$ cat src/rtl/rgb_frame_writer_pkg.sv
// Shared types and sizes for the RGB frame writer.
// Pixels are 48-bit {red, green, blue}; memory words are 64 bits.
package rgb_writer_pkg;

  localparam int FIFO_DEPTH = 4;
  localparam int WORD_W     = 64;
  localparam int PIX_W      = 48;
  localparam int PTR_W      = $clog2(FIFO_DEPTH);

  localparam logic [PTR_W:0] DEPTH_CNT = (PTR_W+1)'(FIFO_DEPTH);
  localparam logic [PTR_W:0] ONE_CNT   = (PTR_W+1)'(1);

  typedef enum logic [1:0] {
    S_IDLE  = 2'd0,
    S_RUN   = 2'd1,
    S_DRAIN = 2'd2,
    S_DONE  = 2'd3
  } state_t;

  typedef logic [PIX_W-1:0] pix_t;

  function automatic logic [WORD_W-1:0] pack_word(pix_t p);
    return {16'h0000, p};
  endfunction

endpackage

$ cat src/rtl/rgb_frame_writer_if.sv
// Push/pop bundle between the frame writer and its pixel FIFO.
// master = writer side, slave = FIFO side.
interface rgb_frame_writer_if;
  import rgb_writer_pkg::*;

  logic           push;
  logic           pop;
  pix_t           din;
  pix_t           head;
  logic           full;
  logic           empty;
  logic [PTR_W:0] cnt;

  modport master (
    output push, pop, din,
    input  head, full, empty, cnt
  );

  modport slave (
    input  push, pop, din,
    output head, full, empty, cnt
  );

endinterface

$ cat src/rtl/rgb_frame_writer_pixel_fifo.sv
// 4-deep, 48-bit synchronous FIFO with first-word head output.
// A push on a full FIFO is taken when a pop completes in the same cycle.
module pixel_fifo
  import rgb_writer_pkg::*;
(
  input  logic               clk,
  input  logic               reset,
  rgb_frame_writer_if.slave  f
);

  pix_t             mem_q [FIFO_DEPTH];
  pix_t             mem_d [FIFO_DEPTH];
  logic [PTR_W-1:0] wr_q, wr_d;
  logic [PTR_W-1:0] rd_q, rd_d;
  logic [PTR_W:0]   cnt_q, cnt_d;
  logic             do_push;
  logic             do_pop;

  always_comb begin
    do_pop  = f.pop && (cnt_q != '0);
    do_push = f.push && ((cnt_q != DEPTH_CNT) || do_pop);
    mem_d   = mem_q;
    wr_d    = wr_q;
    rd_d    = rd_q;
    cnt_d   = cnt_q;
    if (do_push) begin
      mem_d[wr_q] = f.din;
      wr_d        = wr_q + 1'b1;
    end
    if (do_pop) begin
      rd_d = rd_q + 1'b1;
    end
    unique case ({do_push, do_pop})
      2'b10:   cnt_d = cnt_q + 1'b1;
      2'b01:   cnt_d = cnt_q - 1'b1;
      default: cnt_d = cnt_q;
    endcase
  end

  always_ff @(posedge clk) begin
    if (!reset) begin
      mem_q <= '{default: '0};
      wr_q  <= '0;
      rd_q  <= '0;
      cnt_q <= '0;
    end else begin
      mem_q <= mem_d;
      wr_q  <= wr_d;
      rd_q  <= rd_d;
      cnt_q <= cnt_d;
    end
  end

  assign f.head  = mem_q[rd_q];
  assign f.full  = (cnt_q == DEPTH_CNT);
  assign f.empty = (cnt_q == '0);
  assign f.cnt   = cnt_q;

endmodule

$ cat src/rtl/rgb_frame_writer.sv
// Buffers demosaiced RGB pixels and writes one 64-bit word per pixel
// to consecutive word addresses starting at base_adr.
module rgb_frame_writer
  import rgb_writer_pkg::*;
(
  input  logic        clk,
  input  logic        reset,
  input  logic [15:0] FWIDTH,
  input  logic [15:0] FHEIGHT,
  input  logic [31:0] base_adr,
  input  logic        start,
  input  logic        data_v,
  input  logic [15:0] red,
  input  logic [15:0] green,
  input  logic [15:0] blue,
  input  logic        mem_ready,
  output logic        mem_write,
  output logic [31:0] adr,
  output logic [63:0] wdata,
  output logic        busy,
  output logic        done,
  output logic        overflow
);

  state_t      state_q, state_d;
  logic [31:0] base_q, base_d;
  logic [31:0] total_q, total_d;
  logic [31:0] acc_q, acc_d;
  logic [31:0] idx_q, idx_d;
  logic        ovf_q, ovf_d;

  logic        active;
  logic        wr;
  logic        pop;
  logic        push;
  logic        drop;
  logic        drained;
  logic [31:0] total;

  rgb_frame_writer_if fif ();

  pixel_fifo u_fifo (
    .clk   (clk),
    .reset (reset),
    .f     (fif)
  );

  always_comb begin
    active  = (state_q == S_RUN) || (state_q == S_DRAIN);
    wr      = active && !fif.empty;
    pop     = wr && mem_ready;
    push    = (state_q == S_RUN) && data_v && (!fif.full || pop);
    drop    = (state_q == S_RUN) && data_v && fif.full && !pop;
    // Empty after this cycle's pop, so done follows the last write directly.
    drained = fif.empty || (pop && (fif.cnt == ONE_CNT));
    total   = {16'h0000, FWIDTH} * {16'h0000, FHEIGHT};

    state_d = state_q;
    base_d  = base_q;
    total_d = total_q;
    acc_d   = acc_q;
    idx_d   = idx_q;
    ovf_d   = ovf_q;

    unique case (state_q)
      S_IDLE: begin
        if (start) begin
          base_d  = base_adr;
          total_d = total;
          acc_d   = '0;
          idx_d   = '0;
          ovf_d   = 1'b0;
          if ((FWIDTH == '0) || (FHEIGHT == '0)) begin
            state_d = S_DONE;
          end else begin
            state_d = S_RUN;
          end
        end
      end
      S_RUN: begin
        if (push) begin
          acc_d = acc_q + 32'd1;
        end
        if (acc_d == total_q) begin
          state_d = S_DRAIN;
        end
      end
      S_DRAIN: begin
        if (drained) begin
          state_d = S_DONE;
        end
      end
      S_DONE: begin
        state_d = S_IDLE;
      end
      default: begin
        state_d = S_IDLE;
      end
    endcase

    if (pop) begin
      idx_d = idx_q + 32'd1;
    end
    if (drop) begin
      ovf_d = 1'b1;
    end
  end

  always_ff @(posedge clk) begin
    if (!reset) begin
      state_q <= S_IDLE;
      base_q  <= '0;
      total_q <= '0;
      acc_q   <= '0;
      idx_q   <= '0;
      ovf_q   <= 1'b0;
    end else begin
      state_q <= state_d;
      base_q  <= base_d;
      total_q <= total_d;
      acc_q   <= acc_d;
      idx_q   <= idx_d;
      ovf_q   <= ovf_d;
    end
  end

  assign fif.push = push;
  assign fif.pop  = pop;
  assign fif.din  = {red, green, blue};

  assign mem_write = wr;
  assign adr       = wr ? (base_q + idx_q) : '0;
  assign wdata     = wr ? pack_word(fif.head) : '0;
  assign busy      = active;
  assign done      = (state_q == S_DONE);
  assign overflow  = ovf_q;

endmodule

$ cat config.mk
export PLATFORM = sky130hd
export DESIGN_NAME = rgb_frame_writer
export DESIGN_NICKNAME = d
export VERILOG_FILES = /design/src/rtl/rgb_frame_writer_pkg.sv /design/src/rtl/rgb_frame_writer_if.sv /design/src/rtl/rgb_frame_writer_pixel_fifo.sv /design/src/rtl/rgb_frame_writer.sv
export SDC_FILE = /design/constraint.sdc
export NUM_CORES = 1
export LEC_CHECK = 0
export ABC_CLOCK_PERIOD_IN_PS = 8310
export CAP_MARGIN = 20
export CORE_ASPECT_RATIO = 1.5
export CORE_MARGIN = 2
export CORE_UTILIZATION = 50
export CTS_BUF_LIST = sky130_fd_sc_hd__clkbuf_8
export DETAILED_ROUTE_END_ITERATION = 16
export PLACE_DENSITY = 0.71
export RECOVER_POWER = 50
export SLEW_MARGIN = 20
export SYNTH_ARGS = -nofsm -noshare
export SYNTH_HDL_FRONTEND = slang
export SYNTH_SLANG_ARGS = --single-unit
$ cat constraint.sdc
create_clock -name clk -period 8.31 [get_ports clk]
set_input_delay 1.662 -clock clk [delete_from_list [all_inputs] [get_ports clk]]
set_output_delay 1.662 -clock clk [all_outputs]
set_load 0.02 [all_outputs]
==> results by group <==
Status
  • Status: finished with violations
  • Failing checks: max-capacitance violations, max-slew violations

Synthesis
  • Top cell type's share of synthesized area: 0.259
  • Mapped Cells: between 3000 and 4000
  • Synth cell types: 72
  • Synth Warn #: 0
  • Post-synthesis async set-or-reset flop share: 0
  • Post-synthesis sequential element count: 330
  • Seq/Total Area, Yosys: 0.259
  • Mean Syn Cell Area: between 8 and 9 um2
  • Syn Std Cell Area: about 25000 um2
  • Yosys top cell by area: dfxtp_1
  • Predominant post-synthesis flop cell: dfxtp_1
  • Commonest cells in the netlist: nand2_1 (704), a21oi_1 (357), dfxtp_1 (330)
  • Most common cell in the netlist: nand2_1
  • Post-synth EDFFs: 0
  • Top cells by area, synth: dfxtp_1 (26%), fa_1 (15%), nand2_1 (10%)

Floorplanning
  • Core area: 50400 um2
  • Die area: around 53000 um2
  • Initial Util: 0.505
  • # rows: 101
  • Io pins: 217
  • Die X: about 190 um
  • Die height: between 200 and 300 um

Timing
  • Sum Neg Setup Slack: 0 ns
  • Final Hold Fails: 0
  • Setup Skew: about 0.034 ns
  • Fin. max-slew vios: 498
  • Final Cycle Share: 0.917
  • RSZ-0062 raised after global routing: no
  • Slew headroom: -1.56
  • Max Clock Freq: 131 MHz
  • Worst slew pin tran: 3.83 ns
  • Setup Viol. Count Final: 0
  • Post-route minimum period: 7.62 ns

Final layout
  • FF+latch area: approximately 6600 um2
  • Fill count: approximately 4500
  • Area of the multi-input gates: 17100 um2
  • Finished Cell Area: around 29000 um2
  • Nets: 3713
  • Area grow syn2layout: 13.5%
  • Layout cells sized above 1: 0.0585

Drt
  • Final ANT Viol Nets: 0
  • Wirelength per Cell: 17.7 um
  • Via count: about 22000
  • Vias per cell: roughly 5.7
  • DRT iter0 DRCs: 1369
  • First-pass detailed-route iteration total: 7
  • Post-Route WL: approximately 70000 um
  • DRC Markers: 0

Clock network
  • # clock sinks: between 300 and 400
  • Post-CTS Hold Buffers: 0
  • CTS Buf Count: a little under 50
  • Maximum clock path buffer count: 3
  • H-tree Lvls: 2
  • Reg clk slew, reported paths: ~0.070 ns
  • Clk_lat worst skew: approximately 0.62 ns
  • TritonCTS clock tree: built
  • Setup bufs post-CTS: 0
  • CTS Root Cell: clkbuf_8
  • Post-CTS sizing: 0

GRT
  • Vias in the first global route: about 23000
  • Overall Global Routing Usage: 0.262
  • First-pass GRT wire length: 114000 um
  • Antenna violations before repair: 6
  • Largest net degree at the start of global routing: 120
  • GRT overflow: 0

Placed design
  • Gpl congestion: ~0.91
  • Area post-placement: about 28000 um2
  • Hpwl dp: roughly 50000 um
  • Port buffer count: 200

Critical path
  • Critical Path Sink Type: register
  • Top cell by count, worst path: fa_1
  • Crit path kind: in -> reg
  • Crit path largest cell delay: between 0.7 and 0.8 ns
  • Crit path max-delay cell type: clkdlybuf4s50_1
  • CP Buf/Inv Count: 3
  • Crit-path max FO: 11
  • Startpoint types: input pin
  • CP Data Arrival Time: approximately 8.0 ns
  • Crit-path cells: clkdlybuf4s50_1, buf_4, nand2_1, fa_1, fa_1, fa_1, fa_1, inv_1, fa_1, fa_1, ha_1, a21oi_1, a31oi_1, o21bai_1, a31oi_1, o41ai_1, mux2i_1, a21oi_1
  • CP Data Required Time: around 8.7 ns
  • CP delay by family, top: adder cells

Job
  • Max cap viols: 6

Min path
  • HP Class: reg -> reg

Power
  • Pwr per Cell Area: 295 nW/um2
  • Worst ir drop on vdd: around 270 uV
  • P_leak: 11.8 nW
-- layout make-up --
class	count	share of cell area
inverter	255	0.0332
multi-input combinational	2365	0.592
tap	669	0.0290
sequential	330	0.229
timing repair buffer	250	0.0815
clock inverter	23	0.00662
antenna	6	0.000519
clock buffer	60	0.0286
-- flip-flops by register name, summed over array words and instances, names as in the netlist --
| signal | count |
|---|---|
| idx_q | 32 |
| u_fifo.mem_q | 192 |
| u_fifo.wr_q | 2 |
| state_q | 2 |
| base_q | 32 |
| u_fifo.f.cnt | 3 |
| overflow | 1 |
| acc_q | 32 |
| total_q | 32 |
| u_fifo.rd_q | 2 |
-- layout by cell type (no fill, tap or decap), drive strengths merged, types with 67 or more instances in the layout --
cell,netlist,layout
a21oi,357,357
fa,195,195
and3,78,78
dfxtp,330,330
ha,150,150
inv,253,267
and2,142,142
nor2,113,113
o21ai,67,67
clkdlybuf4s50,0,195
nand2,705,705
-- routing by layer --
metal | vias up | global-route usage | share of wire
li1 | 10700 | - | -
met1 | 10800 | 0.294 | 0.39
met2 | 780 | 0.499 | 0.52
met3 | 191 | 0.0223 | 0.050
met4 | 0 | 0.121 | 0.041
met5 | - | 0 | 0
-- path summary, 6_finish.rpt --
path	from	end	slack, ns	depth (start not counted)
setup reg to reg	state_q[1]$_SDFFE_PN0P_	acc_q[0]$_SDFFE_PN0P_	3.19	9
hold / removal	u_fifo.mem_q[100]$_SDFFE_PN0P_	u_fifo.mem_q[100]$_SDFFE_PN0P_	0.45	2
setup / recovery	FHEIGHT[3]	total_q[29]$_SDFFE_PN0P_	0.69	18
hold reg to reg	u_fifo.mem_q[100]$_SDFFE_PN0P_	u_fifo.mem_q[100]$_SDFFE_PN0P_	0.45	2
-- worst register-to-register path: cells and delay by family (launching register included) --
kind                     cells  cell delay, ns
AO/OA/AOI/OAI                3            0.75
flip-flops                   1            0.38
buffers and inverters        3            3.38
adder cells (fa/ha/maj)      1            0.29
AND/OR/NAND/NOR              2            0.17
-- cell families (layout without fill, tap and decap cells) --
kind of cell             after synthesis  in the layout  synth area share
flip-flops                           330            330             0.259
XOR/XNOR                              81             81            0.0279
adder cells (fa/ha/maj)              345            345             0.227
multiplexers                          64             64            0.0489
AO/OA/AOI/OAI                        590            590             0.135
AND/OR/NAND/NOR                     1269           1269             0.231
buffers and inverters                462            588            0.0713
other                                  1             22          0.000147
-- metrics by stage --
stage / total power [mW] / utilization / hold slack (ns) / worst slack, ns / instances
after floorplan: 5.79 / - / 0.433 / 0.930 / 3157
final: 8.52 / 0.573 / 0.452 / 0.693 / 3958
after global routing: 9.26 / 0.573 / 0.467 / 0.249 / 3958
after detailed placement: 7.11 / 0.553 / 0.445 / 0.258 / 3869
after CTS: 8.54 / 0.573 / 0.453 / 0.868 / 3952
after global placement: 6.96 / 0.553 / 0.438 / 0.404 / 3869
-- report_power, final --
part | internal, mW | switching [mW] | total, mW | leakage, nW
Combinational | 2.18 | 3.15 | 5.33 | 8.55
Clock | 0.745 | 0.653 | 1.40 | 0.570
Sequential | 1.71 | 0.0889 | 1.80 | 2.67
No activity file was read; power rests on OpenSTA's default activity.
